$ cat config.mk
export PLATFORM = sky130hd
export DESIGN_NAME = demux_1to3_buffered
export DESIGN_NICKNAME = d
export VERILOG_FILES = /design/src/rtl/demux_1to3_buffered.sv
export SDC_FILE = /design/constraint.sdc
export NUM_CORES = 1
export LEC_CHECK = 0
export CAP_MARGIN = 30
export CORE_ASPECT_RATIO = 1.1
export CORE_MARGIN = 2
export CORE_UTILIZATION = 38
export DETAILED_ROUTE_END_ITERATION = 8
export GPL_ROUTABILITY_DRIVEN = 0
export PLACE_DENSITY = 0.78
export REMOVE_ABC_BUFFERS = 1
export SLEW_MARGIN = 20
export SYNTH_ARGS = -nofsm -noshare
export SYNTH_HDL_FRONTEND = slang
export SYNTH_SLANG_ARGS = --single-unit
export TNS_END_PERCENT = 50
$ cat constraint.sdc
create_clock -name clk -period 4.4 [get_ports clk]
set_input_delay 0.44 -clock clk [delete_from_list [all_inputs] [get_ports clk]]
set_output_delay 0.44 -clock clk [all_outputs]
set_load 0.05 [all_outputs]
$ cat src/rtl/demux_1to3_buffered.sv
// demux_1to3_buffered: routes one word per cycle to one of three one-entry output registers.
// Optional DEMUX_DROP_COUNT_EN adds a saturating count of words dropped via select 2'b11.
module demux_1to3_buffered #(
  parameter int WIDTH = 32
) (
  input  logic             clk,
  input  logic             rst,
  input  logic             in_valid,
  output logic             in_ready,
  input  logic [WIDTH-1:0] in_data,
  input  logic [1:0]       in_sel,
  output logic [2:0]       out_valid,
  input  logic [2:0]       out_ready,
  output logic [WIDTH-1:0] out0_data,
  output logic [WIDTH-1:0] out1_data,
  output logic [WIDTH-1:0] out2_data
`ifdef DEMUX_DROP_COUNT_EN
  ,
  output logic [7:0]       drop_count
`endif
);
  logic [WIDTH-1:0] data [3];
  logic [2:0]       full;
  logic [3:0]       busy;
  logic             accept;
  // Index 3 is the drop code and is never busy.
  always_comb begin
    busy     = {1'b0, full & ~out_ready};
    in_ready = ~busy[in_sel];
    accept   = in_valid & in_ready;
  end
  always_ff @(posedge clk) begin
    if (rst) begin
      full <= '0;
      for (int i = 0; i < 3; i++) data[i] <= '0;
    end else begin
      for (int i = 0; i < 3; i++) begin
        if (accept && in_sel == 2'(i)) begin
          data[i] <= in_data;
          full[i] <= 1'b1;
        end else if (out_ready[i]) begin
          full[i] <= 1'b0;
        end
      end
    end
  end
`ifdef DEMUX_DROP_COUNT_EN
  always_ff @(posedge clk) begin
    if (rst) drop_count <= '0;
    else if (accept && in_sel == 2'b11 && drop_count != 8'hFF) drop_count <= drop_count + 8'd1;
  end
`endif
  assign out_valid = full;
  assign out0_data = data[0];
  assign out1_data = data[1];
  assign out2_data = data[2];
endmodule

Word level (Yosys, flattened, before mapping)
Memory sizes are Yosys's and may differ from the RTL's.
Cells that the tools add are included.
{"block": "op_classes", "add_sub_neg": 0, "n_mul": 0, "div": 0, "n_lt_le_gt_ge": 1, "n_eq_ne": 2, "shift": 0, "n_mux": 22, "n_bitwise": 7, "reduce_logical": 7}
{"op": "32-bit two-way mux", "count": 3}
{"op": "1-bit two-way mux", "count": 18}
{"op": "2-bit nonzero test", "count": 3}
{"op": "3-bit AND", "count": 1}
{"op": "1-bit logical AND", "count": 3}
{"op": "2-bit by 3-bit less-than comparator with 1-bit output (second input constant)", "count": 1}
{"op": "3-bit inverter", "count": 1}
{"op": "1-bit OR", "count": 3}
{"op": "1-bit binary-select mux with 2-bit select", "count": 1}
{"op": "2-bit by 1-bit equality test with 1-bit output (second input constant)", "count": 1}
{"op": "2-bit equality test (second input constant)", "count": 1}
{"op": "2-bit zero test", "count": 1}
{"op": "1-bit AND", "count": 1}
{"op": "1-bit inverter", "count": 1}
{"block": "word_totals", "register_bits": 3, "latchBits": 0, "mem_bits_rw": 96, "mem_bits_ro": 0, "inputBits": 40, "out_inout_bits": 100, "word_cells": 43, "n_memories": 1}
{"name": "data", "depth": 3, "word_bits": 32, "rd": 3, "rd_ports_with_merged_regs": 0, "write_ports": 3, "line": "22", "rtl": "logic [WIDTH-1:0] data [3];"}

Longest topological paths before layout
Gate-level depths: netlist of run 1.
{"block": "depth", "ltp_word": 11, "ltp_mapped": 4, "mapped_depth_nobuf": 3}

Worst setup path before layout of run 1
Ideal clock, no wire load.
{"block": "synth_timing", "path_kind": "reg-to-reg", "startpoint": "register full[1] (netlist: out_valid[1])", "endpoint": "memory data[1][0] (netlist: data[0][32]), enable pin", "setup_ns": 0.466, "arrival_ns": 2.986, "t_required_ns": 3.934, "setup_slack_ns": 0.948, "path_stages_with_launch": 3, "path_buffers": 0, "period_less_slack_ns": 3.452, "cell_sequence": "dfxtp_1 nor2b_1 o21ai_0"}
{"item": "start: declaration", "line": "23", "rtl": "logic [2:0] full;"}
{"item": "start signal: assignment", "line": "34", "rtl": "full <= '0;"}
{"item": "start signal: indexed assignment", "line": "40", "rtl": "full[i] <= 1'b1;"}
{"item": "start signal: indexed assignment", "line": "42", "rtl": "full[i] <= 1'b0;"}
{"item": "end: declaration", "line": "22"}

Worst setup path in the final report of run 1
{"block": "layout_timing", "startpoint": "input in_sel[0]", "endpoint": "output in_ready"}
{"block": "layout_via", "elab_chain_len": 3}
{"item": "start: declaration", "line": "11", "rtl": "input logic [1:0] in_sel,"}
{"item": "1-bit binary-select mux with 2-bit select", "line": "29", "rtl": "in_ready = ~busy[in_sel];"}
{"item": "1-bit two-way mux (not written as such)", "line": "29"}
{"item": "1-bit inverter", "line": "29"}
{"item": "end: declaration", "line": "9", "rtl": "output logic in_ready,"}
No other way between the ends. The select of a mux whose other input is x is not followed.

==> results.yml, run 1 <==
outcome:
  status: "complete, no violations"
sta:
  hold_viol_final: 0
  slew_violations: 0
  fmax_mhz: 346
  min_period_over_period_pct: 65.7
  grt_setup_unrepaired: "no"
  finalSetupTns_ns: 0
  tightestPinTransition_ns: 0.840
  fin_ws_ns: 1.51
  finalSetupViolCount: 0
  relSlewSlack_pct: 44.0
  layout_min_cycle_time_ns: 2.89
  clock_skew_ns: 0.0138
  hold_ws_ns: 0.545
clock_network:
  clockBufferDepth: 2
  cts_resized: 0
  cts_setup_buffers: 0
  cts_made_buffers: 9
  cts.sinks: 99
  cts_hold_buf: 0
  cts_tree: "done"
  cts-root-buf: "clkbuf_8"
  htreeDepth: 3
  clk_pin_slew_ns: 0.08
  clkLatencyLatePin_ns: 0.34
placed_design:
  hpwl_um: 4960
  dpl_worst_slack_ns: 1.52
  port_buffers: 139
  place_area_mm2: 0.00497
route:
  wl_per_cell_um: 17.4
  routed_via_density: 4.61
  wl_um: 7390
  drt_iter0_markers: 68
  via_count: 1961
  drc: 0
  ant_nets: 0
  firstDrtPassIters: 4
cells_and_area:
  syn_to_final_growth_pct: 51.7
  drive_gt1_share_pct: 6.11
  layout_commonest_cell: "clkdlybuf4s50_1"
  stdcell_area_mm2: 0.00514
  layout_common_cells: "clkdlybuf4s50_1 (139), edfxtp_1 (96), nor3b_1 (32)"
  nets: 347
  diodes: 0
synthesis:
  syn_area_mm2: 0.00339
  yosysSeqAreaShare_pct: 86.9
  synth_top_cell_area_share_pct: 85.1
  yosys_warnings: 0
  synth_cell_types: 17
  avgSynthCellArea_um2: 21.4
  syn-instance-count: 158
  synth-seq-cells: 99
  synth_largest_area_cell: "edfxtp_1"
  netlist_top_cells_area: "edfxtp_1 (85%), nor3b_1 (7.1%), dfxtp_1 (1.8%)"
grt:
  grtUsageTotal_pct: 14.7
  grt_pass1_vias: 1969
  grt_pass1_wl_um: 10400
  antenna_found_initial: 0
  grt-ovfl-total: 0
  grt_max_degree: 33
power:
  max-vdd-ir-drop_mv: 0.148
  power_density_mw_per_mm2: 392
  power_switching_share_pct: 26.8
  p_clk_share_pct: 25.8
  p_int_w: 0.00148
  p_seq_share_pct: 55.0
  power_switching_w: 0.000539
  p_leak_nw: 1.80
  p_comb_share_pct: 19.2
critical_path:
  worstPathMaxFanout: 6
  cp.required_ns: 3.96
  worstSetupEndpointType: "output pin"
  worstSetupStartpointType: "primary input"
  arrival_ns: 2.45
  worstSetupPathType: "in -> out"
floorplan:
  io_pins: 140
  die_area_mm2: 0.00969
  die_height_um: 103
  fp-row-count: 36
  chipWidth_um: 94.0
  coreArea_mm2: 0.00878
  initial_core_util_pct: 38.6
worst_hold_path:
  hold_class: "reg -> reg"
job:
  cap_violations: 0
## area by class of cell
cell class / count / area, um^2
tap: 114 / 143
timing repair buffer: 144 / 1470
multi-input combinational: 50 / 403
sequential: 99 / 2940
clock inverter: 5 / 45.0
clock buffer: 10 / 128
fill: 706 / 3640
inverter: 3 / 11.3
## layer usage
layer	global-route usage, %	vias to the layer above	wire length (um)
met5	0	-	0
met4	7.36	0	148
met3	3.65	13	466
met2	26.5	84	3940
met1	16.3	942	2830
li1	-	922	-
## sequential cells by signal, indices dropped and copies added, names as in the netlist
register / count
data: 96
out_valid: 3
## power by group through the flow
stage	combinational [W]	clock, W	sequential, W
after floorplan	0.0000379	0	0.00132
after global placement	0.000380	0	0.00113
after detailed placement	0.000390	0	0.00113
after CTS	0.000391	0.000532	0.00111
after global routing	0.000402	0.000566	0.00111
final	0.000387	0.000521	0.00111
## cells by family after synthesis
kind of cell | Yosys count | synth area share [%]
and+or+nand+nor | 41 | 8.79
AOI/OAI and AO/OA | 9 | 2.25
buffers and inverters | 9 | 2.10
DFF | 99 | 86.9
## worst max-delay path, cell delays in order
cell	delay, ns
clkdlybuf4s50_1	0.54
or4b_4	0.61
o31ai_4	0.08
a31oi_1	0.07
clkdlybuf4s50_1	0.72
## final timing paths
path	to	slack, ns	from	cells past startpoint
max	in_ready	1.51	in_sel[0]	5
min	out_valid[0]$_SDFFE_PP0P_	0.55	out_valid[0]$_SDFFE_PP0P_	2
max reg2reg	data[0][67]$_DFFE_PP_	2.44	out_valid[2]$_SDFFE_PP0P_	3
min reg2reg	out_valid[0]$_SDFFE_PP0P_	0.55	out_valid[0]$_SDFFE_PP0P_	2
## cell usage after synthesis
library cell and instances:
buf_8 3, a21oi_1 3, dfxtp_1 3, inv_1 3
nand2b_1 3, nand2_1 1, nand3_1 3, nor2b_1 1
o31ai_4 1, o21ai_0 1, nor3b_1 32, a31oi_1 1
edfxtp_1 96, a41o_1 2, o2111ai_1 1, or4b_4 1
buf_2 3
## stage by stage
stage | instances | total power, W | utilization (%)
2_1_floorplan | 152 | 0.00136 | -
3_3_place_gp | 408 | 0.00151 | 55.9
3_5_place_dp | 410 | 0.00152 | 56.6
4_1_cts | 425 | 0.00203 | 58.5
5_1_grt | 425 | 0.00208 | 58.5
6_report | 425 | 0.00202 | 58.5
Note: power is estimated with default switching activity, not from simulation.
==> inputs of run 2 (changes only) <==
==> constraint.sdc (replaced) <==
create_clock -name clk -period 2.9 [get_ports clk]
set_input_delay 0.29 -clock clk [delete_from_list [all_inputs] [get_ports clk]]
set_output_delay 0.29 -clock clk [all_outputs]
set_load 0.05 [all_outputs]
==> run 2 against run 1 <==
Compared with the run above:
- sequential power is 51% higher
- hold slack worse by 0.013 ns
- final cell count is 0.71% higher
- power increased by 55%
- non-clock buffer count rose by 2
- clock-buffer cell count is the same
- flip-flop and latch count unchanged
- critical path depth unchanged
- largest cell class unchanged
- largest power group unchanged
==> results.yml, run 2 (synthesis results as in run 1) <==
floorplan:
  chipWidth_um: 94.0
  initial_core_util_pct: 38.6
  die_area_mm2: 0.00969
  coreArea_mm2: 0.00878
  fp-row-count: 36
  io_pins: 140
  die_height_um: 103
sta:
  relSlewSlack_pct: 37.6
  fmax_mhz: 409
  tightestPinTransition_ns: 0.936
  min_period_over_period_pct: 84.3
  hold_viol_final: 0
  clock_skew_ns: 0.0126
  grt_setup_unrepaired: "no"
  layout_min_cycle_time_ns: 2.45
  slew_violations: 0
  hold_ws_ns: 0.532
  finalSetupViolCount: 0
critical_path:
  arrival_ns: 2.16
  reg2regPathDepth: 4
  worstSetupEndpointType: "output pin"
  crit_start: "in_sel[1]"
  reg2reg_from: "out_valid[2]$_SDFFE_PP0P_"
  worstSetupPathType: "in -> out"
  worstPathMaxFanout: 19
  cp.required_ns: 2.61
  r2r-end: "data[0][18]$_DFFE_PP_"
  rrSetupSlack_ns: 0.88
  worstSetupStartpointType: "primary input"
cells_and_area:
  nets: 349
  drive_gt1_share_pct: 8.60
  layout_commonest_cell: "clkdlybuf4s50_1"
  layout_common_cells: "clkdlybuf4s50_1 (138), edfxtp_1 (96), nor3b_1 (32)"
  stdcell_area_mm2: 0.00515
  regMostFlops: "data"
  largest_register_ffs: 96
  syn_to_final_growth_pct: 52.1
  diodes: 0
route:
  drt_iter0_markers: 62
  wl_um: 7370
  ant_nets: 0
  wl_per_cell_um: 17.2
  drc: 0
  via_count: 1990
  firstDrtPassIters: 4
  routed_via_density: 4.65
clock_network:
  cts_setup_buffers: 0
  cts_hold_buf: 0
  clockBufferDepth: 2
  clkLatencyLatePin_ns: 0.35
  clk_pin_slew_ns: 0.10
  cts_tree: "done"
  cts_made_buffers: 9
  cts_resized: 0
  cts.sinks: 99
  cts-root-buf: "clkbuf_8"
  htreeDepth: 3
power:
  power_density_mw_per_mm2: 607
  total_power_w: 0.00313
  max-vdd-ir-drop_mv: 0.229
  p_leak_nw: 1.80
worst_hold_path:
  worstHoldStart: "out_valid[0]$_SDFFE_PP0P_"
  hold_depth: 2
  holdPathEnd: "out_valid[0]$_SDFFE_PP0P_"
  hold_class: "reg -> reg"
job:
  cap_violations: 0
grt:
  grt-ovfl-total: 0
  antenna_found_initial: 0
  grt_pass1_wl_um: 10800
  grtUsageTotal_pct: 15.1
  grt_max_degree: 33
  grt_pass1_vias: 2085
placed_design:
  hpwl_um: 5080
  port_buffers: 139
  place_area_mm2: 0.00495
outcome:
  status: "complete, no violations"
[run 2: report_power, final]
part	switching, W	total [W]	internal [W]	leakage, nW
Clock	0.000455	0.000863	0.000408	0.0910
Sequential	0.0000236	0.00168	0.00166	1.05
Combinational	0.000387	0.000583	0.000195	0.659
[run 2: worst max path at each step]
stage | end | cells after the start
2_1_floorplan | data[0][32]$_DFFE_PP_ | 2
3_3_place_gp | data[0][18]$_DFFE_PP_ | 5
3_5_place_dp | data[0][37]$_DFFE_PP_ | 5
4_1_cts | in_ready | 5
5_1_grt | in_ready | 5
6_report | in_ready | 5
[run 2: critical path, stage by stage]
cell and delay [ns]:
clkdlybuf4s50_1 0.56, inv_1 0.15, o31ai_4 0.82, a31oi_1 0.10, buf_4 0.24
[run 2: per-layer routing]
metal  track usage, %  vias up  part of all wire [%]
met3             4.02       13                   5.7
met1             17.1      960                    38
met5                0        -                     0
met2             26.8       91                    54
li1                 -      926                     -
met4             6.80        0                   1.6
[run 2: cell type report]
| cell class | instances | area [um^2] |
|---|---|---|
| Fill cell | 691 | 3630 |
| Sequential cell | 99 | 2940 |
| Timing Repair Buffer | 146 | 1450 |
| Multi-Input combinational cell | 50 | 403 |
| Tap cell | 114 | 143 |
| Clock buffer | 10 | 128 |
| Clock inverter | 6 | 72.6 |
| Inverter | 3 | 11.3 |
[run 2: through the flow]
| stage | utilization, % | std cells | setup WS [ns] | setup TNS (ns) |
|---|---|---|---|---|
| after global placement | 56.4 | 412 | 0.403 | 0 |
| final | 58.7 | 428 | 0.454 | 0 |
| after floorplan | - | 152 | -0.552 | -17.65 |
| after detailed placement | 56.4 | 412 | 0.295 | 0 |
| after global routing | 58.7 | 428 | 0.326 | 0 |
| after CTS | 58.7 | 428 | 0.445 | 0 |
==> inputs of run 3 (changes only) <==
--- a/config.mk
+++ b/config.mk
@@ -11,7 +11,7 @@
 export CORE_UTILIZATION = 38
 export DETAILED_ROUTE_END_ITERATION = 8
 export GPL_ROUTABILITY_DRIVEN = 0
-export PLACE_DENSITY = 0.78
+export PLACE_DENSITY = 0.81
 export REMOVE_ABC_BUFFERS = 1
 export SLEW_MARGIN = 20
 export SYNTH_ARGS = -nofsm -noshare
==> constraint.sdc (replaced) <==
create_clock -name clk -period 2.1 [get_ports clk]
set_input_delay 0.21 -clock clk [delete_from_list [all_inputs] [get_ports clk]]
set_output_delay 0.21 -clock clk [all_outputs]
set_load 0.05 [all_outputs]
==> run 3 against run 2 <==
Compared with the run above:
- clock-buffer cell count down 1
- power up 36%
- clock skew down 0.0012 ns
- clock power up 30%
- sequential power up 38%
==> results.yml, run 3 (synthesis results as in run 1) <==
critical_path:
  path_delay_family: "buffers and inverters"
  worstSetupEndpoint: "in_ready"
  path_depth: 5
  worstSetupEndpointType: "output pin"
  cp.required_ns: 1.89
  rrSetupSlack_ns: 0.60
  reg2reg_from: "out_valid[0]$_SDFFE_PP0P_"
  r2r-end: "data[0][4]$_DFFE_PP_"
  reg2regPathDepth: 4
  crit_buf_inv: 2
  cpPeakStageDelay_ns: 0.56
  worstPathMaxFanout: 5
  worstSetupPathType: "in -> out"
  path_cells: "clkdlybuf4s50_1 > or4b_4 > o31ai_4 > a31oi_1 > buf_4"
  slowest_stage: "or4b_4"
  arrival_ns: 1.66
  crit_start: "in_sel[1]"
  worstSetupStartpointType: "primary input"
cells_and_area:
  layout_common_cells: "clkdlybuf4s50_1 (138), edfxtp_1 (96), nor3b_1 (32)"
  multi_input_area_um2: 403
  largest_register_ffs: 96
  nets: 350
  syn_to_final_growth_pct: 53.3
  layout_commonest_cell: "clkdlybuf4s50_1"
  post-route-util_pct: 59.1
  diodes: 0
  fillCellCount: 692
  seqCellArea_mm2: 0.00294
  regMostFlops: "data"
  drive_gt1_share_pct: 8.89
power:
  p_leak_nw: 1.82
  power_switching_share_pct: 29.0
  power_switching_w: 0.00123
  power_density_mw_per_mm2: 819
  p_clk_share_pct: 26.3
  p_comb_share_pct: 19.2
  p_int_w: 0.00302
  p_seq_share_pct: 54.6
  max-vdd-ir-drop_mv: 0.375
  total_power_w: 0.00425
floorplan:
  die_area_mm2: 0.00969
  fp-row-count: 36
  coreArea_mm2: 0.00878
  chipWidth_um: 94.0
  io_pins: 140
  die_height_um: 103
  initial_core_util_pct: 38.6
route:
  wl_um: 7240
  firstDrtPassIters: 4
  drt_iter0_markers: 97
  wl_per_cell_um: 16.9
  ant_nets: 0
  drc: 0
  via_count: 1977
  routed_via_density: 4.61
grt:
  grt_pass1_wl_um: 10400
  grtUsageTotal_pct: 14.6
  antenna_found_initial: 0
  grt_max_degree: 33
  grt-ovfl-total: 0
  grt_pass1_vias: 1992
sta:
  relSlewSlack_pct: 62.9
  grt_setup_unrepaired: "no"
  min_period_over_period_pct: 89.1
  clock_skew_ns: 0.0115
  layout_min_cycle_time_ns: 1.87
  tightestPinTransition_ns: 0.555
  fin_ws_ns: 0.229
  finalSetupViolCount: 0
  slew_violations: 0
  hold_ws_ns: 0.529
  hold_viol_final: 0
  fmax_mhz: 534
clock_network:
  cts_tree: "done"
  clk_pin_slew_ns: 0.09
  cts-root-buf: "clkbuf_8"
  cts_setup_buffers: 0
  cts_made_buffers: 9
  clkLatencyLatePin_ns: 0.36
  cts_resized: 0
  htreeDepth: 3
  cts.sinks: 99
  clockBufferDepth: 2
  cts_hold_buf: 0
placed_design:
  hpwl_um: 4930
  port_buffers: 139
  dpl_worst_slack_ns: 0.122
worst_hold_path:
  hold_class: "in -> reg"
outcome:
  status: "complete, no violations"
job:
  cap_violations: 0
## run 3: cell types whose count changed in the layout (fill, tap and decap cells not counted)
cell / change
clkinv_4: +3
clkbuf_1: -1
clkinv_1: +1
buf_4: -3
buf_12: +4
inv_6: +1
clkinvlp_4: -3
bufinv_16: -1
## run 3: per-stage QoR
step	cell area [um^2]	std cells	setup TNS (ns)
after floorplan	3330	152	-82.82
after global placement	5010	413	0
after detailed placement	5010	413	0
after CTS	5190	429	0
after global routing	5190	429	0
final	5190	429	0
## run 3: cell type report
type	count	area share [%]
clock buffers	9	2.38
clock inverters	7	1.13
inverters	3	0.217
multi-input cells	50	7.76
flip-flops and latches	99	56.7
well taps	114	2.75
repair buffers	147	29.1
## run 3: worst min path at each step
stage                                            to  depth (start not counted)  slack, ns                 startpoint
after global routing      out_valid[2]$_SDFFE_PP0P_                          2       0.52                        rst
after detailed placement  out_valid[0]$_SDFFE_PP0P_                          2       0.52  out_valid[0]$_SDFFE_PP0P_
after CTS                 out_valid[2]$_SDFFE_PP0P_                          2       0.51                        rst
final                     out_valid[2]$_SDFFE_PP0P_                          2       0.53                        rst
after global placement    out_valid[0]$_SDFFE_PP0P_                          2       0.51  out_valid[0]$_SDFFE_PP0P_
after floorplan           out_valid[0]$_SDFFE_PP0P_                          1       0.28                        rst
## run 3: worst register-to-register path: stages (launching register included)
cell and delay [ns]:
dfxtp_1 0.36, or4b_4 0.48, o31ai_4 0.11, buf_12 0.20, nor3b_1 0.09
## run 3: metal layers
layer	part of all wire, %	up-vias	GRT usage [%]
li1	-	928	-
met1	40	961	16.9
met4	1.5	0	4.46
met3	5.6	11	4.02
met5	0	-	0
met2	53	77	26.6
## run 3: power by group through the flow
stage / clock [W] / combinational, W / sequential (W)
2_1_floorplan: 0 / 0.0000794 / 0.00276
3_5_place_dp: 0 / 0.000819 / 0.00237
5_1_grt: 0.00121 / 0.000845 / 0.00233
6_report: 0.00112 / 0.000815 / 0.00232
4_1_cts: 0.00114 / 0.000822 / 0.00232
3_3_place_gp: 0 / 0.000814 / 0.00237
